--- config.mk ---
export PLATFORM = sky130hd
export DESIGN_NAME = alu181_nibble_seq
export DESIGN_NICKNAME = d
export VERILOG_FILES = /design/src/rtl/alu181_nibble_seq.sv
export SDC_FILE = /design/constraint.sdc
export NUM_CORES = 1
export LEC_CHECK = 0
export ABC_CLOCK_PERIOD_IN_PS = 2600
export CELL_PAD_IN_SITES_DETAIL_PLACEMENT = 0
export CELL_PAD_IN_SITES_GLOBAL_PLACEMENT = 1
export CORE_UTILIZATION = 36
export DETAILED_ROUTE_END_ITERATION = 6
export PLACE_DENSITY_LB_ADDON = 0.12
export SYNTH_ARGS = -nofsm -noshare
export SYNTH_HDL_FRONTEND = slang
export SYNTH_SLANG_ARGS = --single-unit
--- constraint.sdc ---
create_clock -name clk -period 2.6 [get_ports clk]
set_input_delay 0.52 -clock clk [delete_from_list [all_inputs] [get_ports clk]]
set_output_delay 0.52 -clock clk [all_outputs]
set_load 0.05 [all_outputs]
--- src/rtl/alu181_nibble_seq.sv ---
`default_nettype none
// ============================================================================
// alu181_nibble_seq : W-bit 74181 operation sequenced one nibble per clock
// Revision 1.0
// ============================================================================
module alu181_nibble_seq #(
  parameter int NIBBLES = 4
) (
  input  logic                   clk,
  input  logic                   rst,
  input  logic                   start,
  output logic                   ready,
  input  logic [4*NIBBLES-1:0]   a_in,
  input  logic [4*NIBBLES-1:0]   b_in,
  input  logic [3:0]             s_in,
  input  logic                   m_in,
  input  logic                   cin,
  output logic [3:0]             alu_a,
  output logic [3:0]             alu_b,
  output logic [3:0]             alu_s,
  output logic                   alu_m,
  output logic                   alu_cnb,
  input  logic [3:0]             alu_f,
  input  logic                   alu_cn4b,
  input  logic                   alu_aeb,
  output logic [4*NIBBLES-1:0]   res,
  output logic                   cout,
  output logic                   aeb,
  output logic                   zero,
  output logic                   res_valid,
  input  logic                   res_ack
);

  localparam int W  = 4 * NIBBLES;
  localparam int KW = (NIBBLES > 1) ? $clog2(NIBBLES) : 1;
  localparam logic [KW-1:0] K_LAST = KW'(NIBBLES - 1);

  typedef enum logic [1:0] {
    S_IDLE = 2'd0,
    S_RUN  = 2'd1,
    S_DONE = 2'd2
  } state_e;

  state_e          state_q;
  logic [KW-1:0]   k_q;
  logic [W-1:0]    a_q;
  logic [W-1:0]    b_q;
  logic [W-1:0]    res_q;
  logic [3:0]      s_q;
  logic            m_q;
  logic            cin_q;
  logic            carry_q;
  logic            aeb_q;
  logic            cout_q;
  logic            ready_q;
  logic            valid_q;

  always_ff @(posedge clk) begin
    if (rst) begin
      state_q <= S_IDLE;
      k_q     <= '0;
      a_q     <= '0;
      b_q     <= '0;
      res_q   <= '0;
      s_q     <= 4'h0;
      m_q     <= 1'b0;
      cin_q   <= 1'b0;
      carry_q <= 1'b0;
      aeb_q   <= 1'b0;
      cout_q  <= 1'b0;
      ready_q <= 1'b1;
      valid_q <= 1'b0;
    end else begin
      case (state_q)
        S_IDLE: begin
          if (start) begin
            a_q     <= a_in;
            b_q     <= b_in;
            s_q     <= s_in;
            m_q     <= m_in;
            cin_q   <= cin;
            k_q     <= '0;
            aeb_q   <= 1'b1;
            ready_q <= 1'b0;
            state_q <= S_RUN;
          end
        end
        S_RUN: begin
          for (int n = 0; n < NIBBLES; n++) begin
            if (k_q == KW'(n)) res_q[4*n +: 4] <= alu_f;
          end
          carry_q <= alu_cn4b;
          aeb_q   <= aeb_q & alu_aeb;
          if (k_q == K_LAST) begin
            // The final slice carry becomes the word carry; logic mode has none.
            cout_q  <= ~m_q & ~alu_cn4b;
            valid_q <= 1'b1;
            state_q <= S_DONE;
          end else begin
            k_q <= k_q + KW'(1);
          end
        end
        S_DONE: begin
          if (res_ack) begin
            valid_q <= 1'b0;
            ready_q <= 1'b1;
            state_q <= S_IDLE;
          end
        end
        default: begin
          state_q <= S_IDLE;
          ready_q <= 1'b1;
          valid_q <= 1'b0;
        end
      endcase
    end
  end

  // Slice drive is quiet (zero operands, no carry) whenever no nibble is in flight.
  always_comb begin
    alu_a   = 4'h0;
    alu_b   = 4'h0;
    alu_cnb = 1'b1;
    if (state_q == S_RUN) begin
      for (int n = 0; n < NIBBLES; n++) begin
        if (k_q == KW'(n)) begin
          alu_a = a_q[4*n +: 4];
          alu_b = b_q[4*n +: 4];
        end
      end
      alu_cnb = (k_q == '0) ? ~cin_q : carry_q;
    end
  end

  assign alu_s     = s_q;
  assign alu_m     = m_q;
  assign ready     = ready_q;
  assign res_valid = valid_q;
  assign res       = res_q;
  assign cout      = cout_q;
  assign aeb       = aeb_q;
  assign zero      = ~|res_q;

endmodule
`default_nettype wire

==> flow_summary.toml <==
[timing]
setup_viol = 0
worst_slack_ns = 0.0656
hold_ws_ns = 0.453
maxSlewHeadroom_pct = 57.0
worst_slew_pin_slew_ns = 0.645
min_period_over_period_pct = 97.5
drv_slew = 0
period_needed_ns = 2.53
hold_viol_final = 0
timing.fmax_ghz = 0.395
clock_skew_ns = 0.00940

[clock_tree]
clockRootBuffer = "clkbuf_8"
cts_buffer_depth = 2
clk_pin_slew_worst_paths_ns = 0.06
cts_tree = "done"
clkLatencyLatePin_ns = 0.34
numCtsBuffers = 9
cts_max_level = 3
cts.sinks = 63

[pwr]
power.leakage_nw = 1.49
p_comb_share_pct = 19.4
power_frac_clock_pct = 35.6
p_int_mw = 1.68
ir_drop_uv = 249
seq_power_share_pct = 45.0
p_sw_share_pct = 27.7
p_sw_uw = 644
power_density_mw_per_mm2 = 582

[yosys]
synth_edf_count = 0
synth-main-ff-cell = "dfxtp_1"
seq_area_frac_synth_pct = 45.6
synth_top_area_cell = "dfxtp_1"
synth_top_area_share_pct = 45.6
synth-async-reset-ratio_pct = 0
synth_most_common_cell = "nand2_1"
synthTopCellsByCount = "nand2_1, dfxtp_1, a21oi_1, nand3_1, buf_6"
synth.area.top_cells = "dfxtp_1, nand2_1, a21oi_1"
ys_types = 35
synth_seq_cells = 63
syn-num-nets = 390
netlist_instances = 338
netlist_area_mm2 = 0.00276
yosysWarnings = 0
syn_area_per_cell_um2 = 8.18

[critical_path]
worst-r2r-cell-count = 5
cp.required_ns = 2.08
r2r_setup_slack_ns = 1.01
startpoint = "k_q[1]"
critPathKind = "reg -> out"
max_stage_delay_ns = 0.38
crit_fanout = 4
r2r-end = "cout"
crit_slowest_cell = "dfxtp_4"
cp-end-kind = "primary output"
worstSetupEndpoint = "alu_a[0]"
worstSetupStartpointType = "flip-flop"
cp.arrival_ns = 2.01
rr_startpoint = "k_q[0]"
path_cells = "inv_4 -> ha_4 -> and2b_4 -> buf_12 -> a221oi_2 -> o41ai_2 -> bufbuf_16"

[placement]
io_buffers = 82
place_area_mm2 = 0.00368
dp_cells = 497
dp_hpwl_um = 4820
gp_congestion = 0.743
pre_cts_ws_ns = 0.136

[outcome]
run_status = "finished, final reports clean"

[layout]
area_growth_pct = 44.6
finalInstanceArea_mm2 = 0.00400
fin_util_pct = 54.5
fin_cells = 517
n_fill_cell = 707
nets = 465
drive_gt1_share_pct = 14.1
antenna_cells = 0

[detailed_routing]
drc = 0
ant_nets = 0
routed_wl_um = 7180
avgRoutedWirePerCell_um = 13.9
drt-initial-drc-count = 63
via_per_inst = 4.93
vias = 2547
first_pass_iters = 4

[die]
die_y_um = 89.6
die-area_mm2 = 0.00803
rows = 31
io_pins = 83
start_util_pct = 37.7
die_w_um = 89.6
core_mm2 = 0.00733

[worst_hold_path]
holdCritPathClass = "reg -> reg"

[job]
max_cap_viol_count = 0

[global_route]
grt_pass1_wl_um = 11300
grt_max_degree = 39
grt_use_total_pct = 18.7
antenna_found_initial = 0
grt_pass1_vias = 2340
overflow = 0
[flip-flops by register name, summed over array words and instances, names as in the netlist]
name	count
ready	1
state_q	2
res_valid	1
carry_q	1
res	16
b_q	16
k_q	2
cin_q	1
alu_m	1
aeb	1
a_q	16
cout	1
alu_s	4
[power by group through the flow]
stage / clock, mW / sequential [mW] / combinational (mW)
6_report: 0.829 / 1.05 / 0.451
3_3_place_gp: 0 / 1.07 / 0.418
2_1_floorplan: 0 / 1.10 / 0.226
4_1_cts: 0.844 / 1.05 / 0.424
5_1_grt: 0.901 / 1.05 / 0.485
3_5_place_dp: 0 / 1.07 / 0.422
[cells by family after synthesis]
| group | synth area share [%] |
|---|---|
| multiplexers | 0.362 |
| AND/OR/NAND/NOR | 25.8 |
| AO/OA/AOI/OAI | 18.1 |
| buffers and inverters | 8.33 |
| adder cells (fa/ha/maj) | 1.81 |
| flip-flops | 45.6 |
[worst max-delay path, delay by kind of cell (launching register included)]
family,cells,cell delay (ns)
buffers and inverters,3,0.50
flip-flops,1,0.38
AO/OA/AOI/OAI,2,0.37
AND/OR/NAND/NOR,1,0.28
adder cells (fa/ha/maj),1,0.15
[worst min-delay path by stage]
stage	startpoint	endpoint	depth (start not counted)
2_1_floorplan	carry_q	carry_q	2
3_3_place_gp	cout	cout	2
3_5_place_dp	b_q[7]	b_q[7]	2
4_1_cts	b_q[7]	b_q[7]	2
5_1_grt	b_q[7]	b_q[7]	2
6_report	a_q[3]	a_q[3]	2
[routing by layer]
metal	track usage [%]	vias up	wire length, um
li1	-	1307	-
met1	24.3	1175	3400
met2	30.4	54	3410
met3	3.75	11	251
met4	7.36	0	124
met5	0	-	0
[final cells by class]
| class | count | area [um2] | share of cell area [%] |
|---|---|---|---|
| sequential | 63 | 1270 | 31.7 |
| clock inverter | 4 | 45.0 | 1.13 |
| timing repair buffer | 94 | 1020 | 25.6 |
| tap | 99 | 124 | 3.10 |
| inverter | 3 | 13.8 | 0.344 |
| multi-input combinational | 242 | 1380 | 34.5 |
| clock buffer | 12 | 145 | 3.63 |
[what timing repair did]
| action | CTS | global route |
|---|---|---|
| buffers inserted | 0 | 4 |
| endpoints found under the setup margin | 8 | 9 |
| pin swaps | 8 | 2 |
| hold buffers | 0 | 0 |
| resized for setup | 3 | 16 |
[layout by cell type (no fill, tap or decap), types with 3 or more instances in the layout]
| master | count |
|---|---|
| a21oi_1 | 61 |
| a221oi_1 | 7 |
| buf_12 | 7 |
| buf_4 | 12 |
| clkbuf_8 | 10 |
| clkdlybuf4s50_1 | 71 |
| clkinv_2 | 3 |
| dfxtp_1 | 60 |
| ha_4 | 3 |
| nand2_1 | 99 |
| nand3_1 | 25 |
| nand3b_1 | 3 |
| nor2b_1 | 8 |
| nor4_1 | 4 |
| o21ai_0 | 4 |
| o41ai_2 | 8 |
[metrics by stage]
stage / power, mW / setup TNS, ns
finish: 2.33 / 0
global route: 2.44 / -0.0127
CTS: 2.31 / 0
detailed placement: 1.49 / 0
global placement: 1.49 / 0
floorplan: 1.33 / 0
(Power assumes the default switching activity.)
